$ cat config.mk
export PLATFORM = sky130hd
export DESIGN_NAME = risc_sequencer
export DESIGN_NICKNAME = d
export VERILOG_FILES = /design/src/rtl/risc_pkg.sv /design/src/rtl/risc_sequencer_phase_counter.sv /design/src/rtl/risc_sequencer.sv
export SDC_FILE = /design/constraint.sdc
export NUM_CORES = 1
export LEC_CHECK = 0
export BUFFER_PORTS_ARGS = -buffer_cell sky130_fd_sc_hd__buf_2
export CORE_AREA = 2 2 39 41
export CTS_BUF_LIST = sky130_fd_sc_hd__clkbuf_2 sky130_fd_sc_hd__clkbuf_4 sky130_fd_sc_hd__clkbuf_8
export CTS_CLUSTER_DIAMETER = 120
export DETAILED_ROUTE_END_ITERATION = 6
export DIE_AREA = 0 0 41 43
export GPL_TIMING_DRIVEN = 0
export PLACE_DENSITY = 0.66
export SLEW_MARGIN = 0
export SYNTH_ARGS = -nofsm -noshare
export SYNTH_HDL_FRONTEND = slang
export SYNTH_SLANG_ARGS = --single-unit
$ cat constraint.sdc
create_clock -name clk -period 1.9 [get_ports clk]
set_input_delay 0.19 -clock clk [delete_from_list [all_inputs] [get_ports clk]]
set_output_delay 0.19 -clock clk [all_outputs]
set_load 0.02 [all_outputs]
$ cat src/rtl/risc_pkg.sv
// Shared opcode and phase encodings for the VeriRisc instruction-cycle sequencer.
`default_nettype none

package risc_pkg;

  localparam int OPWIDTH_DEFAULT = 3;

  // Opcode values; compared after casting to the instruction-register width
  localparam int HLT = 0;
  localparam int SKZ = 1;
  localparam int ADD = 2;
  localparam int AND = 3;
  localparam int XOR = 4;
  localparam int LDA = 5;
  localparam int STO = 6;
  localparam int JMP = 7;

  localparam logic [2:0] INST_ADDR  = 3'd0;
  localparam logic [2:0] INST_FETCH = 3'd1;
  localparam logic [2:0] INST_LOAD  = 3'd2;
  localparam logic [2:0] IDLE       = 3'd3;
  localparam logic [2:0] OP_ADDR    = 3'd4;
  localparam logic [2:0] OP_FETCH   = 3'd5;
  localparam logic [2:0] ALU_OP     = 3'd6;
  localparam logic [2:0] STORE      = 3'd7;

endpackage

`default_nettype wire

$ cat src/rtl/risc_sequencer_phase_counter.sv
// Free-running 3-bit instruction phase counter with advance enable and sticky hold.
`default_nettype none

module phase_counter (
  input  logic       clk,
  input  logic       rst,
  input  logic       en,
  input  logic       hold,
  output logic [2:0] phase
);

  // Wraps 7 -> 0 through natural 3-bit overflow
  always_ff @(posedge clk or posedge rst) begin
    if (rst) begin
      phase <= 3'd0;
    end else if (en && !hold) begin
      phase <= phase + 3'd1;
    end
  end

endmodule

`default_nettype wire

$ cat src/rtl/risc_sequencer.sv
// VeriRisc sequencer: steps 8 phases per instruction and decodes memory/datapath strobes.
`default_nettype none

module risc_sequencer
  import risc_pkg::*;
#(
  parameter int OPWIDTH = OPWIDTH_DEFAULT
) (
  input  logic               clk,
  input  logic               rst,
  input  logic               step_en,
  input  logic [OPWIDTH-1:0] opcode,
  input  logic               zero,
  output logic [2:0]         phase,
  output logic               sel,
  output logic               rd,
  output logic               wr,
  output logic               ld_ir,
  output logic               ld_ac,
  output logic               ld_pc,
  output logic               inc_pc,
  output logic               data_e,
  output logic               halt
);

  logic halted;
  logic op_hlt;
  logic op_skz;
  logic op_sto;
  logic op_jmp;
  logic op_alu;

  assign op_hlt = (opcode == OPWIDTH'(HLT));
  assign op_skz = (opcode == OPWIDTH'(SKZ));
  assign op_sto = (opcode == OPWIDTH'(STO));
  assign op_jmp = (opcode == OPWIDTH'(JMP));
  assign op_alu = (opcode == OPWIDTH'(ADD)) || (opcode == OPWIDTH'(AND)) ||
                  (opcode == OPWIDTH'(XOR)) || (opcode == OPWIDTH'(LDA));

  phase_counter u_phase_counter (
    .clk   (clk),
    .rst   (rst),
    .en    (step_en),
    .hold  (halted),
    .phase (phase)
  );

  // The counter's own increment carries phase 4 -> 5 on the halting edge
  always_ff @(posedge clk or posedge rst) begin
    if (rst) begin
      halted <= 1'b0;
    end else if (!halted && step_en && (phase == OP_ADDR) && op_hlt) begin
      halted <= 1'b1;
    end
  end

  always_comb begin
    sel    = 1'b0;
    rd     = 1'b0;
    wr     = 1'b0;
    ld_ir  = 1'b0;
    ld_ac  = 1'b0;
    ld_pc  = 1'b0;
    inc_pc = 1'b0;
    data_e = 1'b0;
    halt   = 1'b0;
    if (halted) begin
      halt = 1'b1;
    end else begin
      case (phase)
        INST_ADDR: begin
          sel = 1'b1;
        end
        INST_FETCH: begin
          sel = 1'b1;
          rd  = 1'b1;
        end
        INST_LOAD, IDLE: begin
          sel   = 1'b1;
          rd    = 1'b1;
          ld_ir = 1'b1;
        end
        OP_ADDR: begin
          inc_pc = 1'b1;
          halt   = op_hlt;
        end
        OP_FETCH: begin
          rd = op_alu;
        end
        ALU_OP: begin
          rd     = op_alu;
          inc_pc = op_skz && zero;
          ld_pc  = op_jmp;
          data_e = op_sto;
        end
        STORE: begin
          rd     = op_alu;
          ld_ac  = op_alu;
          ld_pc  = op_jmp;
          wr     = op_sto;
          data_e = op_sto;
        end
        default: begin
          sel = 1'b0;
        end
      endcase
    end
  end

endmodule

`default_nettype wire

==> results of run 1 <==
## layer usage
layer | track usage | wire (um)
met5 | 0 | 0
met4 | 0.0800 | 0
met3 | 0.00524 | 61
met2 | 0.156 | 396
met1 | 0.140 | 372
## timing repair
| action | 4_1_cts | 5_1_grt |
|---|---|---|
| endpoints found under the setup margin | 2 | 2 |
| gates resized for setup | 0 | 2 |
| setup buffers | 1 | 0 |
| hold endpoints to repair | 4 | 0 |
| hold buffers | 1 | 0 |
## cells in the mapped netlist, drive strengths merged
cell,number
inv,6
nor4,1
nand2,4
o21ai,2
nor3,2
mux2,1
buf,1
nand3,1
dfrtp,4
a41oi,1
o32ai,1
nand2b,1
or2,1
xnor2,2
a21oi,5
nor2,3
or3,1
nor4b,1
o31ai,1
ha,7
## area by class of cell
cell class	count	area, sq um	area share
repair buffers	20	108	0.196
inverters	6	22.5	0.0410
plain buffers	1	5.00	0.00911
flip-flops and latches	4	100	0.182
multi-input cells	35	272	0.494
well taps	16	20.0	0.0364
clock buffers	3	22.5	0.0410
## worst min-delay path by stage
stage                     cells after the start                       end       from
after floorplan                               1                    halted        rst
after global placement                        2                    halted        rst
after detailed placement                      2  u_phase_counter.phase[0]        rst
after CTS                                     2                    halted  opcode[0]
after global routing                          2                    halted  opcode[0]
final                                         2                    halted  opcode[0]
## power by group through the flow
stage | sequential, mW | clock [mW] | combinational [mW]
2_1_floorplan | 0.0947 | 0 | 0.0168
3_3_place_gp | 0.0925 | 0 | 0.0338
3_5_place_dp | 0.0926 | 0 | 0.0343
4_1_cts | 0.0905 | 0.108 | 0.0390
5_1_grt | 0.0907 | 0.109 | 0.0445
6_report | 0.0905 | 0.101 | 0.0394
## flip-flops by register name, summed over array words and instances (netlist names)
signal,flops
u_phase_counter.phase,3
halted,1
## cell families (layout without fill, tap and decap cells)
family                   Yosys count  count (layout)  synth area share
AND/OR/NAND/NOR                   15              15             0.214
AO/OA/AOI/OAI                     10              10             0.155
adder cells (fa/ha/maj)            7               7             0.227
buffers and inverters              7              30            0.0712
flip-flops                         4               4             0.259
XOR/XNOR                           2               2            0.0453
multiplexers                       1               1            0.0291
## cells in the final DEF, fill, tap and decap left out, types with 2 or more instances in the layout
master    instances
nor3_1            2
inv_1             6
clkbuf_4          3
ha_1              6
nor2_1            3
dfrtp_1           4
xnor2_1           2
nand2_1           4
a21oi_1           4
buf_2            19
o21ai_0           2
## metrics by stage
step | setup WS, ns | total power [mW] | instance area, sq um | util
after CTS | 0.0393 | 0.238 | 543 | 0.392
after global placement | 0.203 | 0.126 | 503 | 0.363
after global routing | 0.00560 | 0.245 | 549 | 0.397
after floorplan | 0.0517 | 0.112 | 393 | -
after detailed placement | 0.178 | 0.127 | 503 | 0.363
final | 0.0639 | 0.231 | 549 | 0.397
==> key figures, run 1 <==
Yosys
  – Sequential share of the synthesized area: 0.259
  – Syn_nets: 60
  – Cell variety after synth: 20
  – Mapped Cells: 46
  – Yosys top cell by area: dfrtp_1
  – YS warnings: 0
  – Avg Inst Size Synth: 8.40 sq um
  – Top-area cell type share of the netlist area: 0.259
  – Synthesized area: between 300 and 400 sq um
  – Area contributors post-synth: dfrtp_1 (26%), ha_1 (23%), a21oi_1 (6.5%)
  – Yosys reg bits: 4

Route
  – Routed Antenna Nets: 0
  – Starting DRT DRC Count: 8
  – DRC: 0
  – DRT Pass-1 Iters: 3
  – Final wirelength: 829 um
  – Vias: 383
  – Routed len/inst: 9.75 um
  – Vias per cell: ~4.5

Floorplanning
  – Die extent in x: about 40 um
  – Boundary Pins: 19
  – Total core area: 1380 sq um
  – Initial Utilization: 0.279
  – Die height: 43 um
  – Die area: 1760 sq um
  – # rows: 14

Worst setup path
  – Crit Path Max Fanout: 4
  – Stages on worst setup path: 6
  – Setup crit end: rd
  – Reg2Reg Setup Slack: 0.64 ns
  – Worst r2r src: u_phase_counter.phase[0]
  – Worst endpoint required time: 1.71 ns
  – Crit path launch: u_phase_counter.phase[0]
  – Crit Path Category: reg2out
  – Crit-path leading delay family: flip-flops
  – Buf+Inv Stages, Crit Path: 2
  – Worst-path cell chain: buf_4, ha_1, or2_2, a21oi_1, o32ai_1, buf_2
  – Slowest-stage cell, CP: dfrtp_1
  – Reg2reg end: u_phase_counter.phase[2]
  – Worst Setup End Kind: output port
  – Reg2Reg Depth: 4
  – Worst EP arrival: 1.65 ns
  – Max incr delay on CP: ~0.37 ns
  – CP startpoint kind: register

Global route
  – GRT Overall Usage: 0.107
  – Vias in the first global route: between 300 and 400
  – Largest net degree at the start of global routing: 10
  – GRT overflow: 0
  – Global-route wire length before repair: 1300 um
  – Initial antenna violation count: 0

STA
  – RSZ-0062 raised after global routing: false
  – Final Hold Viols: 0
  – Max Clock Skew: 0.00308 ns
  – Pins Over Slew Limit: 0
  – Maximum clock frequency: 545 MHz
  – Actual slew at the worst max-slew pin: 0.227 ns
  – Setup violators final: 0
  – Slew headroom: 0.848
  – Setup TNS: 0 ns
  – Final worst-path cycle share: 0.966
  – Period minus WS final: approximately 1.8 ns
  – Worst hold slack: about 0.23 ns

Clock network
  – H-tree Lvls: 1
  – Clk_lat worst skew: 0.23 ns
  – Max Root-Sink Buffers: 2
  – CTS Sinks: 4
  – Number of buffers created by CTS: 3
  – Clk slew on worst S/H paths: 0.04 ns
  – CTS tree: yes
  – Clk root buf: clkbuf_4

Pwr
  – Flop pwr share: 0.393
  – Switching share of power: 0.239
  – PwrDens: 420 nW/um^2
  – Leak: ~0.29 nW
  – Net Sw Power: 0.0551 mW
  – Logic pwr share: 0.171
  – Clock power share: 0.436
  – Int Power: ~0.18 mW
  – Peak supply drop: around 270 uV

Final layout
  – Diodes inserted: 0
  – Final non-filler cell total: 85
  – Area grow syn2layout: 42.1%
  – Share of layout cells above drive strength 1: 0.420
  – Net count, final: 85
  – Fill cells: roughly 140

Place
  – Placed Instances: 80
  – DP HPWL: 688 um
  – GPL Wtd Cong: between 0.7 and 0.8
  – IO buf count: 18

Outcome
  – Status: complete, no violations

Flow run
  – Max Cap Viol: 0

Worst hold path
  – Hold Path Class: in2reg
No activity file was read; power rests on OpenSTA's default activity.
==> inputs of run 2 (changes only) <==
--- a/config.mk
+++ b/config.mk
@@ -6,13 +6,13 @@
 export NUM_CORES = 1
 export LEC_CHECK = 0
 export BUFFER_PORTS_ARGS = -buffer_cell sky130_fd_sc_hd__buf_2
+export CAP_MARGIN = 25
 export CORE_AREA = 2 2 39 41
 export CTS_BUF_LIST = sky130_fd_sc_hd__clkbuf_2 sky130_fd_sc_hd__clkbuf_4 sky130_fd_sc_hd__clkbuf_8
 export CTS_CLUSTER_DIAMETER = 120
 export DETAILED_ROUTE_END_ITERATION = 6
 export DIE_AREA = 0 0 41 43
 export GPL_TIMING_DRIVEN = 0
-export PLACE_DENSITY = 0.66
 export SLEW_MARGIN = 0
 export SYNTH_ARGS = -nofsm -noshare
 export SYNTH_HDL_FRONTEND = slang
==> run 2 against run 1 <==
Global-route usage fell by 1.1 points; core utilization rose by 0.90 points; largest cell class unchanged; setup slack improved by 0.058 ns; clock skew fell by 0.0019 ns; sequential cell count did not move; worst hold slack improved by 0.0081 ns.
==> key figures, run 2 (same netlist as run 1, synthesis figures left out) <==
Route
  – Final wirelength: 853 um (+2.9%)
  – DRT Pass-1 Iters: 3 (unchanged)
  – DRC: 0 (unchanged)
  – Routed len/inst: 10.0 um (+2.9%)
  – Starting DRT DRC Count: 2 (-6)
  – Vias per cell: 4.59 (+1.8%)
  – Routed Antenna Nets: 0 (unchanged)
  – Vias: 390 (+1.8%)

Worst setup path
  – Max incr delay on CP: 0.38 ns (about the same)
  – Crit Path Max Fanout: 4 (unchanged)
  – Worst endpoint required time: 1.71 ns (about the same)
  – Worst Setup End Kind: output port
  – Worst EP arrival: 1.59 ns (-0.06 ns)
  – Reg2Reg Depth: 4 (unchanged)
  – Worst r2r src: u_phase_counter.phase[0]
  – Reg2Reg Setup Slack: 0.63 ns (about the same)
  – Buf+Inv Stages, Crit Path: 2 (unchanged)
  – CP startpoint kind: register
  – Slowest-stage cell, CP: dfrtp_1
  – Reg2reg end: u_phase_counter.phase[2]
  – Crit-path leading delay family: flip-flops
  – Crit Path Category: reg2out
  – Worst-path cell chain: buf_4, ha_1, or2_4, a21oi_2, o32ai_1, buf_2

Flow run
  – Max Cap Viol: 0 (unchanged)

STA
  – Actual slew at the worst max-slew pin: 0.246 ns (+0.0190 ns)
  – Period minus WS final: 1.78 ns (-0.0578 ns)
  – Final worst-path cycle share: 0.936 (-0.0304)
  – Maximum clock frequency: 562 MHz (+3.3%)
  – Slew headroom: 0.835 (-0.0128)
  – RSZ-0062 raised after global routing: false
  – Max Clock Skew: 0.00122 ns (-0.00186 ns)
  – Final Hold Viols: 0 (unchanged)
  – Setup violators final: 0 (unchanged)
  – Pins Over Slew Limit: 0 (unchanged)
  – Setup TNS: 0 ns (unchanged)

Clock network
  – Clk_lat worst skew: 0.23 ns (about the same)
  – Max Root-Sink Buffers: 2 (unchanged)
  – Number of buffers created by CTS: 3 (unchanged)
  – Clk root buf: clkbuf_4
  – Clk slew on worst S/H paths: 0.04 ns (about the same)
  – CTS tree: yes
  – H-tree Lvls: 1 (unchanged)
  – CTS Sinks: 4 (unchanged)

Final layout
  – Area grow syn2layout: 45.3%
  – Max reg flops: 3 (unchanged)
  – Share of layout cells above drive strength 1: 0.449 (+0.0290)
  – Top reg by flops: u_phase_counter.phase
  – Commonest non-fill, non-tap cell in the layout: buf_2
  – Net count, final: 85 (unchanged)
  – Most frequent cells in the layout: buf_2 (18), inv_1 (6), ha_1 (6)
  – Final Cell Area: 562 sq um (+2.3%)
  – Diodes inserted: 0 (unchanged)
  – Fin util: 0.406 (+0.00904)
  – Top Registers: u_phase_counter.phase x3, halted x1

Floorplanning
  – Die area: 1760 sq um (unchanged)
  – Die height: 43 um (unchanged)
  – Boundary Pins: 19 (unchanged)
  – Total core area: 1380 sq um (unchanged)
  – # rows: 14 (unchanged)
  – Die extent in x: 41 um (unchanged)
  – Initial Utilization: 0.279 (unchanged)

Worst hold path
  – HP Start: opcode[0]
  – Hold Path Cell Cnt: 2 (unchanged)
  – Hold Path Class: in2reg
  – Hold EP: halted

Global route
  – Initial antenna violation count: 0 (unchanged)
  – GRT overflow: 0 (unchanged)
  – GRT Overall Usage: 0.0957 (-0.0111)
  – Vias in the first global route: 330 (-2.7%)
  – Global-route wire length before repair: 1150 um (-12%)
  – Largest net degree at the start of global routing: 10 (unchanged)

Pwr
  – Leak: 0.295 nW (+0.68%)
  – Peak supply drop: 227 uV (-15%)
  – PwrDens: 414 nW/um^2 (-1.2%)

Place
  – IO buf count: 18 (unchanged)
  – GPL Wtd Cong: 0.609 (-14%)
  – DP HPWL: 683 um (-0.74%)
  – DP Area: 503 sq um (unchanged)

Outcome
  – Status: complete, no violations
## run 2: changes by cell type in the layout (fill, tap and decap cells not counted)
| cell | previous run | this run |
|---|---|---|
| a21oi_1 | 4 | 2 |
| a21oi_2 | 1 | 3 |
| buf_2 | 19 | 18 |
| buf_4 | 1 | 2 |
| or2_2 | 1 | 0 |
| or2_4 | 0 | 1 |
## run 2: timing repair
item | CTS | global route
pin swaps | 0 | 1
resized for setup | 0 | 6
gates cloned | 0 | 0
buffers inserted | 1 | 0
endpoints found under the setup margin | 2 | 4
hold buffers | 1 | 0
endpoints found under the hold margin | 4 | 0
## run 2: area by class of cell
| class | instances | area [sq um] |
|---|---|---|
| Multi-Input combinational cell | 35 | 282 |
| Sequential cell | 4 | 100 |
| Tap cell | 16 | 20.0 |
| Buffer | 1 | 5.00 |
| Inverter | 6 | 22.5 |
| Fill cell | 153 | 822 |
| Clock buffer | 3 | 22.5 |
| Timing Repair Buffer | 20 | 110 |
## run 2: report_power, final
group	leakage (nW)	total (mW)	internal, mW	switching [mW]
combinational	0.235	0.0409	0.0181	0.0228
sequential	0.0460	0.0909	0.0879	0.00302
clock	0.0138	0.101	0.0704	0.0306
## run 2: through the flow
step | total power, mW | instances | setup WS, ns | hold slack, ns
floorplan | 0.112 | 46 | 0.0517 | -0.0439
global placement | 0.127 | 80 | 0.203 | 0.0735
detailed placement | 0.127 | 80 | 0.190 | 0.0730
CTS | 0.237 | 85 | 0.0312 | 0.226
global route | 0.245 | 85 | 0.00821 | 0.248
finish | 0.233 | 85 | 0.122 | 0.237
## run 2: worst max path at each step
stage	cells after the start	endpoint	slack, ns	startpoint
2_1_floorplan	4	data_e	0.05	u_phase_counter.phase[0]
3_3_place_gp	6	rd	0.20	u_phase_counter.phase[0]
3_5_place_dp	6	rd	0.19	u_phase_counter.phase[0]
4_1_cts	6	rd	0.03	u_phase_counter.phase[0]
5_1_grt	6	ld_pc	0.008	u_phase_counter.phase[0]
6_report	6	rd	0.12	u_phase_counter.phase[0]
## run 2: metal layers
metal / routed length (um) / track usage / part of all wire / vias up
met5: 0 / 0 / 0 / -
met4: 0 / 0.0800 / 0 / 0
met3: 75 / 0.0157 / 0.088 / 0
met2: 407 / 0.156 / 0.48 / 15
met1: 370 / 0.0974 / 0.43 / 169
li1: - / - / - / 206
==> inputs of run 3 (changes only) <==
--- a/config.mk
+++ b/config.mk
@@ -5,13 +5,13 @@
 export SDC_FILE = /design/constraint.sdc
 export NUM_CORES = 1
 export LEC_CHECK = 0
+export ABC_AREA = 1
 export BUFFER_PORTS_ARGS = -buffer_cell sky130_fd_sc_hd__buf_2
 export CAP_MARGIN = 25
-export CORE_AREA = 2 2 39 41
+export CORE_UTILIZATION = 30
 export CTS_BUF_LIST = sky130_fd_sc_hd__clkbuf_2 sky130_fd_sc_hd__clkbuf_4 sky130_fd_sc_hd__clkbuf_8
 export CTS_CLUSTER_DIAMETER = 120
 export DETAILED_ROUTE_END_ITERATION = 6
-export DIE_AREA = 0 0 41 43
 export GPL_TIMING_DRIVEN = 0
 export SLEW_MARGIN = 0
 export SYNTH_ARGS = -nofsm -noshare
==> constraint.sdc (replaced) <==
create_clock -name clk -period 2.05 [get_ports clk]
set_input_delay 0.205 -clock clk [delete_from_list [all_inputs] [get_ports clk]]
set_output_delay 0.205 -clock clk [all_outputs]
set_load 0.02 [all_outputs]
==> run 3 against run 2 <==
First-iteration DRC count shrank 50%; count of clock-buffer cells in the layout is the same; die area decreased by 9.6%; clock power is 5% lower; setup slack better by 0.20 ns; final cell count rose by 11%; sequential cell count unchanged; power shrank 17%; register-to-register slack improved by 0.24 ns; global-route usage rose by 2.9 points; highest routed layer unchanged; cell area is 2.0% higher; sequential power fell by 13%.
==> key figures, run 3 <==
Final layout
  – Share of layout cells above drive strength 1: 0.405 (-0.0442)
  – Commonest non-fill, non-tap cell in the layout: buf_2
  – Net count, final: 95 (+12%)
  – Diodes inserted: 0 (unchanged)
  – Top reg by flops: u_phase_counter.phase
  – Fill cells: 149 (-2.6%)
  – Area grow syn2layout: 32.8%
  – Most frequent cells in the layout: buf_2 (18), nand2_1 (9), inv_1 (9)
  – Max reg flops: 3 (unchanged)
  – Top Registers: u_phase_counter.phase x3, halted x1
  – Final non-filler cell total: 94 (+11%)
  – Fin util: 0.435 (+0.0290)

Worst setup path
  – Worst Setup End Kind: output port
  – Reg2Reg Setup Slack: 0.87 ns (+0.24 ns)
  – Crit Path Max Fanout: 4 (unchanged)
  – Reg2reg end: halted
  – Worst r2r src: u_phase_counter.phase[0]
  – Setup crit end: inc_pc
  – Crit path launch: u_phase_counter.phase[0]
  – Slowest-stage cell, CP: dfrtp_1
  – Worst endpoint required time: 1.85 ns (+0.14 ns)
  – Stages on worst setup path: 6 (unchanged)
  – Crit-path leading delay family: flip-flops
  – Worst EP arrival: 1.52 ns (-0.07 ns)
  – CP startpoint kind: register
  – Crit Path Category: reg2out
  – Worst-path cell chain: inv_1, ha_1, nand2_2, nand3b_4, a21oi_2, buf_2
  – Max incr delay on CP: 0.40 ns (+0.02 ns)
  – Buf+Inv Stages, Crit Path: 2 (unchanged)
  – Reg2Reg Depth: 4 (unchanged)

Global route
  – GRT busiest layer: met2
  – Vias in the first global route: 302 (-8.5%)
  – GRT overflow: 0 (unchanged)
  – GRT Overall Usage: 0.125 (+0.0295)
  – Largest net degree at the start of global routing: 10 (unchanged)
  – Initial antenna violation count: 0 (unchanged)
  – GR Layer Usage met3: 0.0333 (+0.0176)
  – GRT met1 Usage: 0.153 (+0.0551)
  – Met2 Use GR: 0.181 (+0.0252)
  – Global-route wire length before repair: 1250 um (+9.0%)

Clock network
  – H-tree Lvls: 1 (unchanged)
  – Clk root buf: clkbuf_4
  – Number of buffers created by CTS: 3 (unchanged)
  – Clk slew on worst S/H paths: 0.03 ns (about the same)
  – CTS tree: yes
  – Max Root-Sink Buffers: 2 (unchanged)
  – Clk_lat worst skew: 0.23 ns (about the same)
  – CTS Sinks: 4 (unchanged)

Place
  – GPL Wtd Cong: 0.680 (+12%)
  – IO buf count: 18 (unchanged)
  – Placed Instances: 90 (+13%)
  – DP Worst Slack: 0.561 ns (+0.370 ns)
  – DP HPWL: 694 um (+1.6%)

STA
  – Maximum clock frequency: slightly below 600 MHz
  – Final Hold Viols: 0 (unchanged)
  – Period minus WS final: between 1.5 and 2 ns
  – Actual slew at the worst max-slew pin: 0.299 ns (+0.0537 ns)
  – Final worst-path cycle share: 0.841
  – Pins Over Slew Limit: 0 (unchanged)
  – Slew headroom: 0.800 (-0.0344)
  – RSZ-0062 raised after global routing: false
  – Setup violators final: 0 (unchanged)
  – Max Clock Skew: 0.00322 ns (+0.00200 ns)
  – Post-route setup slack: 0.326 ns (+0.204 ns)
  – Setup TNS: 0 ns (unchanged)

Route
  – DRT Pass-1 Iters: 2 (-1)
  – Vias per cell: 4.40 (-4.0%)
  – Routed len/inst: 8.50 um (-15%)
  – Vias: 414 (+6.2%)
  – Final wirelength: 799 um (-6.3%)
  – Starting DRT DRC Count: 1 (-1)
  – Routed Antenna Nets: 0 (unchanged)
  – DRC: 0 (unchanged)

Yosys
  – Yosys top cell by area: dfrtp_1
  – Post-synth EDFFs: 0 (unchanged)
  – Mapped Cells: 57 (+24%)
  – Top post-synthesis cells by count: inv_1 (9), nand2_1 (9), ha_1 (7)
  – Cell variety after synth: 19 (-5.0%)
  – YS warnings: 0 (unchanged)
  – Sequential share of the synthesized area: 0.232 (-0.0270)
  – Synthesized area: 432 sq um (+12%)
  – Avg Inst Size Synth: 7.57 sq um (-9.9%)
  – Post-synth top flop: dfrtp_1
  – Yosys reg bits: 4 (unchanged)
  – Top-area cell type share of the netlist area: 0.232 (-0.0270)
  – Syn_nets: 71 (+18%)
  – Asr flop ratio synth: 1.00 (unchanged)
  – Area contributors post-synth: dfrtp_1 (23%), ha_1 (20%), inv_1 (7.8%)

Floorplanning
  – Initial Utilization: 0.328 (+0.0482)
  – Die height: 39.9 um (-7.1%)
  – Total core area: 1320 sq um (-4.8%)
  – Die extent in x: 39.9 um (-2.6%)
  – Boundary Pins: 19 (unchanged)
  – # rows: 13 (-1)
  – Die area: 1590 sq um (-9.6%)

Pwr
  – Leak: 0.354 nW (+20%)
  – PwrDens: 337 nW/um^2 (-19%)
  – Peak supply drop: 232 uV (+2.4%)

Worst hold path
  – Hold Path Class: in2reg
  – Hold Path Cell Cnt: 3 (+1)

Outcome
  – Status: complete, no violations

Flow run
  – Max Cap Viol: 0 (unchanged)
run 3: cell count changes in the layout (fill, tap and decap cells not counted), sizes merged, moves of 2 or more:
| cell | change |
|---|---|
| nand2 | +9 |
| nor3 | -2 |
| buf | -2 |
| nor2 | +4 |
| inv | +5 |
| xnor2 | -2 |
run 3: kinds of logic after synthesis:
kind of cell | after synthesis | share of synthesized area
fa+ha+maj | 7 | 0.203
xor+xnor | 1 | 0.0203
buf+inv | 11 | 0.0957
simple gates | 27 | 0.359
flops | 4 | 0.232
compound gates | 7 | 0.0899
run 3: worst register-to-register path: stages (launching register included):
cell and delay [ns]:
dfrtp_1 0.40, inv_1 0.15, ha_1 0.24, nand4_1 0.13, o21ai_0 0.18
run 3: how the worst min path moves through the flow:
| stage | startpoint | slack [ns] | endpoint |
|---|---|---|---|
| detailed placement | rst | 0.09 | u_phase_counter.phase[0] |
| global placement | rst | 0.09 | u_phase_counter.phase[2] |
| global route | step_en | 0.29 | u_phase_counter.phase[1] |
| CTS | step_en | 0.27 | u_phase_counter.phase[0] |
| floorplan | rst | -0.03 | halted |
| finish | step_en | 0.28 | u_phase_counter.phase[0] |
run 3: timing repair:
action,4_1_cts,5_1_grt
hold buffers,1,0
resized for setup,0,0
hold endpoints to repair,4,0
setup buffers,0,0
run 3: power by group:
part | internal, mW | total (mW) | switching (mW)
sequential | 0.0794 | 0.0794 | 0
clock | 0.0654 | 0.0957 | 0.0304
combinational | 0.00757 | 0.0180 | 0.0104
run 3: cell type report:
class | count | area (sq um) | share of cell area
multi-input combinational | 42 | 290 | 0.507
sequential | 4 | 100 | 0.175
timing repair buffer | 19 | 100 | 0.175
inverter | 11 | 41.3 | 0.0721
clock buffer | 3 | 22.5 | 0.0393
tap | 15 | 18.8 | 0.0328
run 3: per-layer routing:
metal  routed length, um  part of all wire
met1                 368              0.46
met2                 413              0.52
met3                  17             0.021
met4                   0                 0
met5                   0                 0
run 3: stage by stage:
step / instance area (sq um) / power (mW) / hold WS [ns]
global route: 573 / 0.210 / 0.286
CTS: 573 / 0.200 / 0.274
floorplan: 432 / 0.0879 / -0.0289
global placement: 541 / 0.0970 / 0.0878
finish: 573 / 0.193 / 0.282
detailed placement: 541 / 0.0972 / 0.0908
